--- src/rtl/knn_vote_pkg.sv ---
// Shared definitions for the KNN majority-vote stage: FSM state encodings and
// default neighbour-list geometry shared with the upstream list stage.
package knn_vote_pkg;

  localparam int KNN_N_NEIGHBOUR_DEF = 10;
  localparam int KNN_LABEL_DEF       = 8;

  typedef enum logic [1:0] {
    KNN_VOTE_IDLE = 2'd0,
    KNN_VOTE_SCAN = 2'd1,
    KNN_VOTE_DONE = 2'd2
  } knn_vote_state_e;

endpackage

--- src/rtl/knn_vote_if.sv ---
// Handshake/data bundle between the neighbour-list stage (master) and knn_vote (slave).
// Optional vote_cnt signal present when KNN_VOTE_COUNT_EN is defined.
interface knn_vote_if #(
  parameter int N_NEIGHBOUR = 10,
  parameter int LABEL       = 8
);
  localparam int CNT_W = $clog2(N_NEIGHBOUR + 1);

  logic                         start;
  logic [LABEL*N_NEIGHBOUR-1:0] neighbour_labels;
  logic [CNT_W-1:0]             n_valid;
  logic                         busy;
  logic                         done;
  logic [LABEL-1:0]             label_out;
`ifdef KNN_VOTE_COUNT_EN
  logic [CNT_W-1:0]             vote_cnt;
`endif

  modport master (
    output start, neighbour_labels, n_valid,
`ifdef KNN_VOTE_COUNT_EN
    input  vote_cnt,
`endif
    input  busy, done, label_out
  );

  modport slave (
    input  start, neighbour_labels, n_valid,
`ifdef KNN_VOTE_COUNT_EN
    output vote_cnt,
`endif
    output busy, done, label_out
  );
endinterface

--- src/rtl/knn_match_count.sv ---
// Counts how many of the first i_nv label slots equal the reference label.
module knn_match_count #(
  parameter int N_NEIGHBOUR = 10,
  parameter int LABEL       = 8,
  localparam int CNT_W      = $clog2(N_NEIGHBOUR + 1)
) (
  input  logic [LABEL*N_NEIGHBOUR-1:0] i_labels,
  input  logic [LABEL-1:0]             i_ref,
  input  logic [CNT_W-1:0]             i_nv,
  output logic [CNT_W-1:0]             o_cnt
);

  always_comb begin
    o_cnt = '0;
    for (int j = 0; j < N_NEIGHBOUR; j++) begin
      if ((CNT_W'(j) < i_nv) && (i_labels[j*LABEL +: LABEL] == i_ref))
        o_cnt = o_cnt + CNT_W'(1);
    end
  end

endmodule

--- src/rtl/knn_vote.sv ---
// Sequential majority vote over the snapshotted KNN neighbour labels; ties go
// to the nearest first occurrence. Optional vote_cnt output: KNN_VOTE_COUNT_EN.
module knn_vote
  import knn_vote_pkg::*;
#(
  parameter int N_NEIGHBOUR = KNN_N_NEIGHBOUR_DEF,
  parameter int LABEL       = KNN_LABEL_DEF,
  localparam int CNT_W      = $clog2(N_NEIGHBOUR + 1)
) (
  input logic        clk,
  input logic        rst,
  knn_vote_if.slave  bus
);

  knn_vote_state_e              r_state;
  logic [LABEL*N_NEIGHBOUR-1:0] r_lab;
  logic [CNT_W-1:0]             r_nv;
  logic [CNT_W-1:0]             r_idx;
  logic [CNT_W-1:0]             r_best_cnt;
  logic [LABEL-1:0]             r_best_lab;
  logic                         r_done;
  logic [LABEL-1:0]             r_label_out;
  logic [CNT_W-1:0]             r_vote_cnt;

  logic [CNT_W-1:0]             w_nv_clamp;
  logic [LABEL-1:0]             w_ref;
  logic [CNT_W-1:0]             w_cnt;

  assign w_nv_clamp = (bus.n_valid > CNT_W'(N_NEIGHBOUR)) ? CNT_W'(N_NEIGHBOUR) : bus.n_valid;

  always_comb begin
    w_ref = '0;
    for (int i = 0; i < N_NEIGHBOUR; i++) begin
      if (r_idx == CNT_W'(i)) w_ref = r_lab[i*LABEL +: LABEL];
    end
  end

  knn_match_count #(
    .N_NEIGHBOUR (N_NEIGHBOUR),
    .LABEL       (LABEL)
  ) u_match (
    .i_labels (r_lab),
    .i_ref    (w_ref),
    .i_nv     (r_nv),
    .o_cnt    (w_cnt)
  );

  always_ff @(posedge clk) begin
    if (rst) begin
      r_state     <= KNN_VOTE_IDLE;
      r_lab       <= '0;
      r_nv        <= '0;
      r_idx       <= '0;
      r_best_cnt  <= '0;
      r_best_lab  <= '0;
      r_done      <= 1'b0;
      r_label_out <= '0;
      r_vote_cnt  <= '0;
    end else begin
      r_done <= 1'b0;
      case (r_state)
        KNN_VOTE_IDLE: begin
          if (bus.start) begin
            r_lab      <= bus.neighbour_labels;
            r_nv       <= w_nv_clamp;
            r_idx      <= '0;
            r_best_cnt <= '0;
            r_best_lab <= '0;
            r_state    <= (w_nv_clamp == '0) ? KNN_VOTE_DONE : KNN_VOTE_SCAN;
          end
        end
        KNN_VOTE_SCAN: begin
          // Strict greater-than keeps the earliest (nearest) label on ties.
          if (w_cnt > r_best_cnt) begin
            r_best_cnt <= w_cnt;
            r_best_lab <= w_ref;
          end
          if (r_idx == r_nv - CNT_W'(1)) r_state <= KNN_VOTE_DONE;
          else                           r_idx   <= r_idx + CNT_W'(1);
        end
        KNN_VOTE_DONE: begin
          r_done      <= 1'b1;
          r_label_out <= r_best_lab;
          r_vote_cnt  <= r_best_cnt;
          r_state     <= KNN_VOTE_IDLE;
        end
        default: r_state <= KNN_VOTE_IDLE;
      endcase
    end
  end

  assign bus.busy      = (r_state != KNN_VOTE_IDLE);
  assign bus.done      = r_done;
  assign bus.label_out = r_label_out;

`ifdef KNN_VOTE_COUNT_EN
  assign bus.vote_cnt  = r_vote_cnt;
`else
  logic w_unused_vote_cnt;
  assign w_unused_vote_cnt = ^r_vote_cnt;
`endif

endmodule

--- src/flat_wrapper.sv ---
// flat-port wrapper written by rule: the top's interface ports become plain ports
module knn_vote_flat import knn_vote_pkg::*;
#(
  parameter int N_NEIGHBOUR = KNN_N_NEIGHBOUR_DEF,
  parameter int LABEL       = KNN_LABEL_DEF,
  localparam int CNT_W      = $clog2(N_NEIGHBOUR + 1)
)
  (clk, rst, bus_start, bus_neighbour_labels, bus_n_valid, bus_busy, bus_done, bus_label_out);
  knn_vote_if #(.N_NEIGHBOUR(N_NEIGHBOUR), .LABEL(LABEL)) bus_i ();
  input logic clk;
  input logic rst;
  input wire logic [$bits(bus_i.start)-1:0] bus_start;
  input wire logic [$bits(bus_i.neighbour_labels)-1:0] bus_neighbour_labels;
  input wire logic [$bits(bus_i.n_valid)-1:0] bus_n_valid;
  output wire logic [$bits(bus_i.busy)-1:0] bus_busy;
  output wire logic [$bits(bus_i.done)-1:0] bus_done;
  output wire logic [$bits(bus_i.label_out)-1:0] bus_label_out;
  assign bus_i.start = bus_start;
  assign bus_i.neighbour_labels = bus_neighbour_labels;
  assign bus_i.n_valid = bus_n_valid;
  assign bus_busy = bus_i.busy;
  assign bus_done = bus_i.done;
  assign bus_label_out = bus_i.label_out;
  knn_vote #(.N_NEIGHBOUR(N_NEIGHBOUR), .LABEL(LABEL)) u_core (.clk(clk), .rst(rst), .bus(bus_i));
endmodule
--- config.mk ---
export PLATFORM = sky130hd
export DESIGN_NAME = knn_vote_flat
export DESIGN_NICKNAME = d
export VERILOG_FILES = /design/src/rtl/knn_vote_pkg.sv /design/src/rtl/knn_vote_if.sv /design/src/rtl/knn_match_count.sv /design/src/rtl/knn_vote.sv /design/src/flat_wrapper.sv
export SDC_FILE = /design/constraint.sdc
export NUM_CORES = 1
export LEC_CHECK = 0
export CORE_UTILIZATION = 45
export CTS_CLUSTER_SIZE = 20
export DETAILED_ROUTE_END_ITERATION = 10
export GPL_TIMING_DRIVEN = 0
export PLACE_DENSITY_LB_ADDON = 0.12
export SETUP_SLACK_MARGIN = 0.4
export SLEW_MARGIN = 20
export SYNTH_ARGS = -nofsm -noshare
export SYNTH_HDL_FRONTEND = slang
export SYNTH_SLANG_ARGS = --single-unit
--- constraint.sdc ---
create_clock -name clk -period 12.23 [get_ports clk]
set_clock_uncertainty 0.1 [all_clocks]
set_input_delay 2.446 -clock clk [delete_from_list [all_inputs] [get_ports clk]]
set_output_delay 2.446 -clock clk [all_outputs]
set_load 0.01 [all_outputs]
==> metrics.md, run 1 <==
| Metric | Value |
|---|---|
| Switch share | 0.3635 |
| Core area | about 0.017 mm² |
| CP Max Fanout | 10 |
| Max Clk Rate | between 90 and 100 MHz |
| M3 GR Usage | 0.05708 |
| Flop pwr share | 0.384 |
| Final Wtd Congestion | about 0.97 |
| Largest net degree at the start of global routing | 22 |
| Avg Inst Size Synth | 7.663 µm² |
| Die width | between 100 and 150 µm |
| P&R area growth vs syn | 19.74% |
| DP HPWL | approximately 20 mm |
| GR Layer Usage met2 | 0.4688 |
| Tmin final | between 10 and 15 ns |
| Synth cell types | 94 |
| Worst slew margin | 0.4004 |
| Post-Layout Cell Count | around 1300 |
| Slowest CP cell | o311ai_1 |
| # DRC | 0 |
| Setup tns final | 0 ns |
| Crit share post-route | 0.8713 |
| Pint | 687.8 µW |
| Startpoint Class | register |
| Vias per cell | roughly 5.6 |
| First-pass GRT wire length | between 30 and 40 mm |
| DRT Wirelength | about 25 mm |
| Slew Viols, Final | 0 |
| Setup bufs post-CTS | 0 |
| Req. time, crit path | around 12 ns |
| Cell mode on critical path | ha_1 |
| Placed insts | roughly 1300 |
| Max-cap viol count | 0 |
| Layout cell share with drive strength beyond 1 | 0.07371 |
| Main synth FF type | dfxtp_1 |
| CTS root buf | clkbuf_16 |
| Die ar. | 0.01780 mm² |
| Lkg Pwr | 3.546 nW |
| Post-CTS Hold Buffers | 0 |
| Clk pwr share | 0.273 |
| Routed Antenna Nets | 0 |
| Initial drt markers | about 600 |
| Hold Fails Final Rpt | 0 |
| Cells after Synth | around 1000 |
| Standard-cell rows | 47 |
| Total power per unit cell area | 116.1 mW/mm² |
| Crit. End Element | register |
| HP Class | register to register |
| Final net count | ~1200 |
| WL/cell | 18.68 µm |
| CP max stage delay | a little under 0.8 ns |
| Seq/Total Area, Yosys | 0.2860 |
| Async S/R FF share, synth | 0 |
| Worst slew pin tran | 0.8854 ns |
| RSZ-0062 raised after global routing | no |
| Vias in the first global route | approximately 7200 |
| #FFs+latches synth | 111 |
| DR vias | 7583 |
| Die Y | about 130 µm |
| Crit path DAT | around 11 ns |
| NetSw | ~390 µW |
| Synth Warn # | 0 |
| Combinational share of power | 0.343 |
| Final worst slack | 1.574 ns |
| Max Buffers Root-to-Sink | 2 |
| Antenna cells | 0 |
| DP Area | ~0.009 mm² |
| Starting Density | 0.4652 |
| Worst slack, placed | 1.900 ns |
| Drt pass-1 iters | 6 |
| Input/output buffers | 96 |
| Synth Cell Area | around 0.008 mm² |
| Worst-case vdd ir drop | around 0.08 mV |
| GRT overflow | 0 |
| Top Ports | 97 |
| Cts repair resizes | 0 |
| Global-route layer with the greatest usage | met2 |
| CP Class | register to register |
| CTS clk-pin slew, worst paths | about 0.080 ns |
| Finish-stage setup viols | 0 |
| Status | finished clean |
| Clock Sinks | between 100 and 150 |
| CTS tree | built |
| Worst skew pair latency | approximately 0.36 ns |
| Syn Nets | between 1000 and 1500 |
| Initial antenna violation count | 0 |
| Num CTS Buffers | 9 |
| Post-route cell area | around 0.0093 mm² |
| Met1 Use GR | 0.3953 |
| H-tree depth | 3 |
| Overall global routing resource usage | 0.2912 |
| EDFF count, synth | 0 |
synthesized netlist by cell type (all sizes together) (3+ instances only):
| library cell | number | area share |
|---|---|---|
| dfxtp | 111 | 0.29 |
| o21ai | 26 | 0.017 |
| a32o | 3 | 0.0039 |
| nand3 | 32 | 0.024 |
| o311ai | 5 | 0.0079 |
| xor2 | 45 | 0.051 |
| o22ai | 6 | 0.0056 |
| nand2 | 225 | 0.11 |
| o211ai | 9 | 0.0087 |
| a311oi | 3 | 0.0042 |
| nor3 | 19 | 0.012 |
| nor2 | 48 | 0.027 |
| nor2b | 13 | 0.010 |
| clkbuf | 40 | 0.019 |
| a211oi | 7 | 0.0074 |
| a31oi | 7 | 0.0056 |
| o211a | 4 | 0.0052 |
| and3 | 5 | 0.0040 |
| o21a | 4 | 0.0039 |
| nand4 | 10 | 0.0089 |
| nor4 | 9 | 0.014 |
| xnor3 | 3 | 0.0089 |
| buf | 26 | 0.025 |
| nand2b | 10 | 0.0081 |
| a2bb2oi | 4 | 0.0045 |
| xnor2 | 56 | 0.070 |
| inv | 32 | 0.016 |
| a221o | 3 | 0.0042 |
| mux2 | 3 | 0.0043 |
| o2bb2ai | 6 | 0.0076 |
| a21o | 4 | 0.0039 |
| ha | 21 | 0.034 |
| nor3b | 5 | 0.0055 |
| or3 | 3 | 0.0024 |
| nand3b | 17 | 0.017 |
| a221oi | 6 | 0.011 |
| a21oi | 143 | 0.093 |
| mux2i | 10 | 0.013 |
sequential cells by signal, summed over array words and instances, names as in the netlist:
| register | count |
|---|---|
| u_core.r_lab | 80 |
| u_core.bus.label_out | 8 |
| u_core.r_best_lab | 8 |
| u_core.r_best_cnt | 4 |
| u_core.r_idx | 4 |
| u_core.r_nv | 4 |
| u_core.r_state | 2 |
| u_core.bus.done | 1 |
cells in the final DEF (no fill, tap or decap), drive strengths merged, types with 4 or more instances in the layout:
cell and instances:
buf 26, a21o 4, a21oi 143, a211oi 7
o22ai 6, o21ai 26, o211a 4, o211ai 9
ha 21, nor3b 5, o2bb2ai 6, nor2 48
o21a 4, nand4 10, a2bb2oi 4, nor2b 13
and3 5, nor3 19, nand3b 17, a31oi 7
nand3 32, inv 36, nand2b 10, xor2 45
mux2i 10, nor4 9, clkdlybuf4s50 96, nand2 225
clkbuf 49, o311ai 5, dfxtp 111, a221oi 6
xnor2 56
final cells by class:
class                      instances  area (µm²)
fill                            1666        7397
multi-input combinational        805        5076
sequential                       111        2222
timing repair buffer              96       960.9
buffer                            66       349.1
tap                              220       275.3
clock buffer                       9       225.2
inverter                          32       122.6
clock inverter                     7       72.57
metrics by stage:
step	power, mW	hold WS (ns)	util
after floorplan	0.6743	0.3320	-
after global placement	0.7858	0.3482	0.5393
after detailed placement	0.7887	0.3502	0.5393
after CTS	1.082	0.3642	0.5571
after global routing	1.135	0.3777	0.5571
final	1.081	0.3605	0.5571
path summary, 6_finish.rpt:
kind                                         from                              endpoint  slack (ns)  cells after the start
min          u_core.bus.label_out[3]$_SDFFE_PP0P_  u_core.bus.label_out[3]$_SDFFE_PP0P_        0.36                      2
max reg2reg          u_core.r_idx[0]$_SDFFE_PP0P_     u_core.r_best_lab[2]$_SDFFE_PP0P_        1.57                     37
max                  u_core.r_idx[0]$_SDFFE_PP0P_     u_core.r_best_lab[2]$_SDFFE_PP0P_        1.57                     37
min reg2reg  u_core.bus.label_out[3]$_SDFFE_PP0P_  u_core.bus.label_out[3]$_SDFFE_PP0P_        0.36                      2
routing by layer:
metal	wire (µm)	share of wire
met5	0	0
met4	524	0.021
met3	1818	0.072
met2	11510	0.46
met1	11300	0.45
kinds of logic (layout without fill, tap and decap cells):
logic type,count (synthesis),count (layout),share of synthesized area
xor gates and xnor gates,104,104,0.1295
muxes,13,13,0.01723
AOI/OAI and AO/OA,259,259,0.2180
buffers and inverters,98,210,0.06071
and+or+nand+nor,408,408,0.2548
adders and majority gates,21,21,0.03382
DFF,111,111,0.2860
critical path, delay by kind of cell, from the launching register on:
kind	cells	cell delay (ns)
fa+ha+maj	7	2.34
buf+inv	8	2.00
mux	3	0.71
compound gates	7	2.59
flops	1	0.38
xor+xnor	5	1.07
simple gates	7	1.36
power groups by stage:
stage,registers (mW),clock network [mW],logic [mW]
finish,0.415,0.295,0.370
detailed placement,0.422,0,0.367
global placement,0.422,0,0.364
CTS,0.414,0.300,0.368
global route,0.416,0.314,0.405
floorplan,0.409,0,0.265
No activity file was read; power rests on OpenSTA's default activity.
==> run 2, diff against run 1 <==
CORE_MARGIN = 1.5   (was not set)
==> metrics.md, run 2 (synthesis results as in run 1) <==
| Metric | Value |
|---|---|
| Status | finished clean |
| RSZ-0062 raised after global routing | no |
| Worst Path Buf+Inv | 8 (unchanged) |
| CP Max Fanout | 10 (unchanged) |
| Slew Viols, Final | 0 (unchanged) |
| Input/output buffers | 96 (unchanged) |
| Starting Density | 0.4652 (unchanged) |
| Startpoint Class | register |
| Num CTS Buffers | 9 (unchanged) |
| Top Ports | 97 (unchanged) |
| Largest net degree at the start of global routing | 22 (unchanged) |
| Worst slew margin | 0.3842 (-0.01618) |
| DRT Wirelength | 25.26 mm (+0.44%) |
| Max-cap viol count | 0 (unchanged) |
| Delay-heaviest family, CP | compound AO/OA/AOI/OAI gates |
| Tmin final | 10.47 ns (-0.1842 ns) |
| DR vias | 7582 (-0.013%) |
| Post-Layout Cell Count | 1346 (unchanged) |
| Slowest CP cell | o311ai_1 |
| HP Class | register to register |
| Clock Sinks | 111 (unchanged) |
| First-pass GRT wire length | 39.56 mm (-0.47%) |
| Fillers | 1680 (+0.84%) |
| Pwr Total | 1.089 mW (+0.78%) |
| Setup bufs post-CTS | 0 (unchanged) |
| Crit path DAT | 10.68 ns (-0.17 ns) |
| Die width | 134.4 µm (+0.75%) |
| Initial drt markers | 651 (+6.2%) |
| CP Class | register to register |
| Overall global routing resource usage | 0.2870 (-0.004149) |
| Worst slack, placed | 1.956 ns (+0.05560 ns) |
| CP max stage delay | 0.78 ns (about the same) |
| Setup tns final | 0 ns (unchanged) |
| Initial antenna violation count | 0 (unchanged) |
| Lkg Pwr | 3.546 nW (about the same) |
| Hold Fails Final Rpt | 0 (unchanged) |
| Routed Antenna Nets | 0 (unchanged) |
| Final Wtd Congestion | 0.9913 (+2.4%) |
| Drt pass-1 iters | 5 (-1) |
| Antenna cells | 0 (unchanged) |
| # DRC | 0 (unchanged) |
| Post-CTS Hold Buffers | 0 (unchanged) |
| Final net count | 1229 (unchanged) |
| CTS clk-pin slew, worst paths | 0.08 ns (about the same) |
| CTS tree | built |
| Core area | 0.01670 mm² (unchanged) |
| Placed insts | 1330 (unchanged) |
| Worst skew pair latency | 0.37 ns (about the same) |
| WL/cell | 18.76 µm (+0.44%) |
| Crit. End Element | register |
| Req. time, crit path | 12.44 ns (+0.02 ns) |
| Crit share post-route | 0.8563 (-0.01506) |
| Cts repair resizes | 0 (unchanged) |
| Number of flip-flops in the largest register | 80 (unchanged) |
| Max Buffers Root-to-Sink | 2 (unchanged) |
| Max Clk Rate | 95.49 MHz (+1.8%) |
| P&R area growth vs syn | 19.74% (unchanged) |
| Most common cell after layout, fill and taps aside | nand2_1 |
| Most frequent cells in the layout | nand2_1 (225), a21oi_1 (142), dfxtp_1 (111), clkdlybuf4s50_1 (96), xnor2_1 (52) |
| Largest Register | u_core.r_lab |
| DP HPWL | 19.64 mm (-0.24%) |
| H-tree depth | 3 (unchanged) |
| Final worst slack | 1.758 ns (+0.1842 ns) |
| Layout cell share with drive strength beyond 1 | 0.07371 (unchanged) |
| Worst slew pin tran | 0.9093 ns (+0.02389 ns) |
| Finish-stage setup viols | 0 (unchanged) |
| Die Y | 134.4 µm (+0.75%) |
| Vias per cell | 5.633 (about the same) |
| Standard-cell rows | 47 (unchanged) |
| Die ar. | 0.01806 mm² (+1.5%) |
| CTS root buf | clkbuf_16 |
| Worst-case vdd ir drop | 0.06764 mV (-17%) |
| Total power per unit cell area | 117.0 mW/mm² (+0.78%) |
| GRT overflow | 0 (unchanged) |
| Vias in the first global route | 7045 (-1.9%) |
| Cell mode on critical path | ha_1 |
==> run 2: cell type report <==
type	instances	area (µm²)	area share
inverters	32	122.6	0.01318
plain buffers	66	349.1	0.03752
clock buffers	9	225.2	0.02421
well taps	220	275.3	0.02959
multi-input cells	805	5076	0.5456
clock inverters	7	72.57	0.007800
repair buffers	96	960.9	0.1033
flip-flops and latches	111	2222	0.2388
==> run 2: where the power goes <==
part           internal [mW]  total (mW)  switching [mW]  leakage, nW
clock network          0.145       0.302           0.157        0.144
registers              0.384       0.415          0.0310        0.907
logic                  0.159       0.372           0.213         2.49
total                  0.688        1.09           0.401         3.55
==> run 2: path summary, 6_finish.rpt <==
path | startpoint | end | slack (ns) | cells past startpoint
worst max-delay path | u_core.r_idx[0]$_SDFFE_PP0P_ | u_core.r_best_cnt[2]$_SDFFE_PP0P_ | 1.76 | 37
worst min-delay path | u_core.r_best_lab[3]$_SDFFE_PP0P_ | u_core.bus.label_out[3]$_SDFFE_PP0P_ | 0.36 | 2
worst max register to register | u_core.r_idx[0]$_SDFFE_PP0P_ | u_core.r_best_cnt[2]$_SDFFE_PP0P_ | 1.76 | 37
worst min register to register | u_core.r_best_lab[3]$_SDFFE_PP0P_ | u_core.bus.label_out[3]$_SDFFE_PP0P_ | 0.36 | 2
==> run 2: per-stage QoR <==
stage / util / area (µm²) / hold WS [ns]
finish: 0.5571 / 9304 / 0.3586
CTS: 0.5571 / 9304 / 0.3603
global placement: 0.5393 / 9006 / 0.3476
global route: 0.5571 / 9304 / 0.3827
detailed placement: 0.5393 / 9006 / 0.3462
floorplan: - / 7770 / 0.3320
==> run 2: tightest hold or removal path, delay by kind of cell (launching register included) <==
family	cells	cell delay [ns]
flops	1	0.32
compound gates	1	0.05
simple gates	1	0.05
==> run 2: layer usage <==
metal  part of all wire  vias up  track usage  wire [µm]
met5                  0        -            0          0
met4              0.018        0      0.08602        454
met3              0.064       33      0.03401       1613
met1               0.46     3552       0.4029      11590
li1                   -     3731            -          -
met2               0.46      266       0.4615      11600
==> run 3, diff against run 2 <==
ABC_CLOCK_PERIOD_IN_PS = 12230   (was not set)
==> results of run 3 <==
Same layout as run 2: the final DEF is identical, and so are final timing and power.
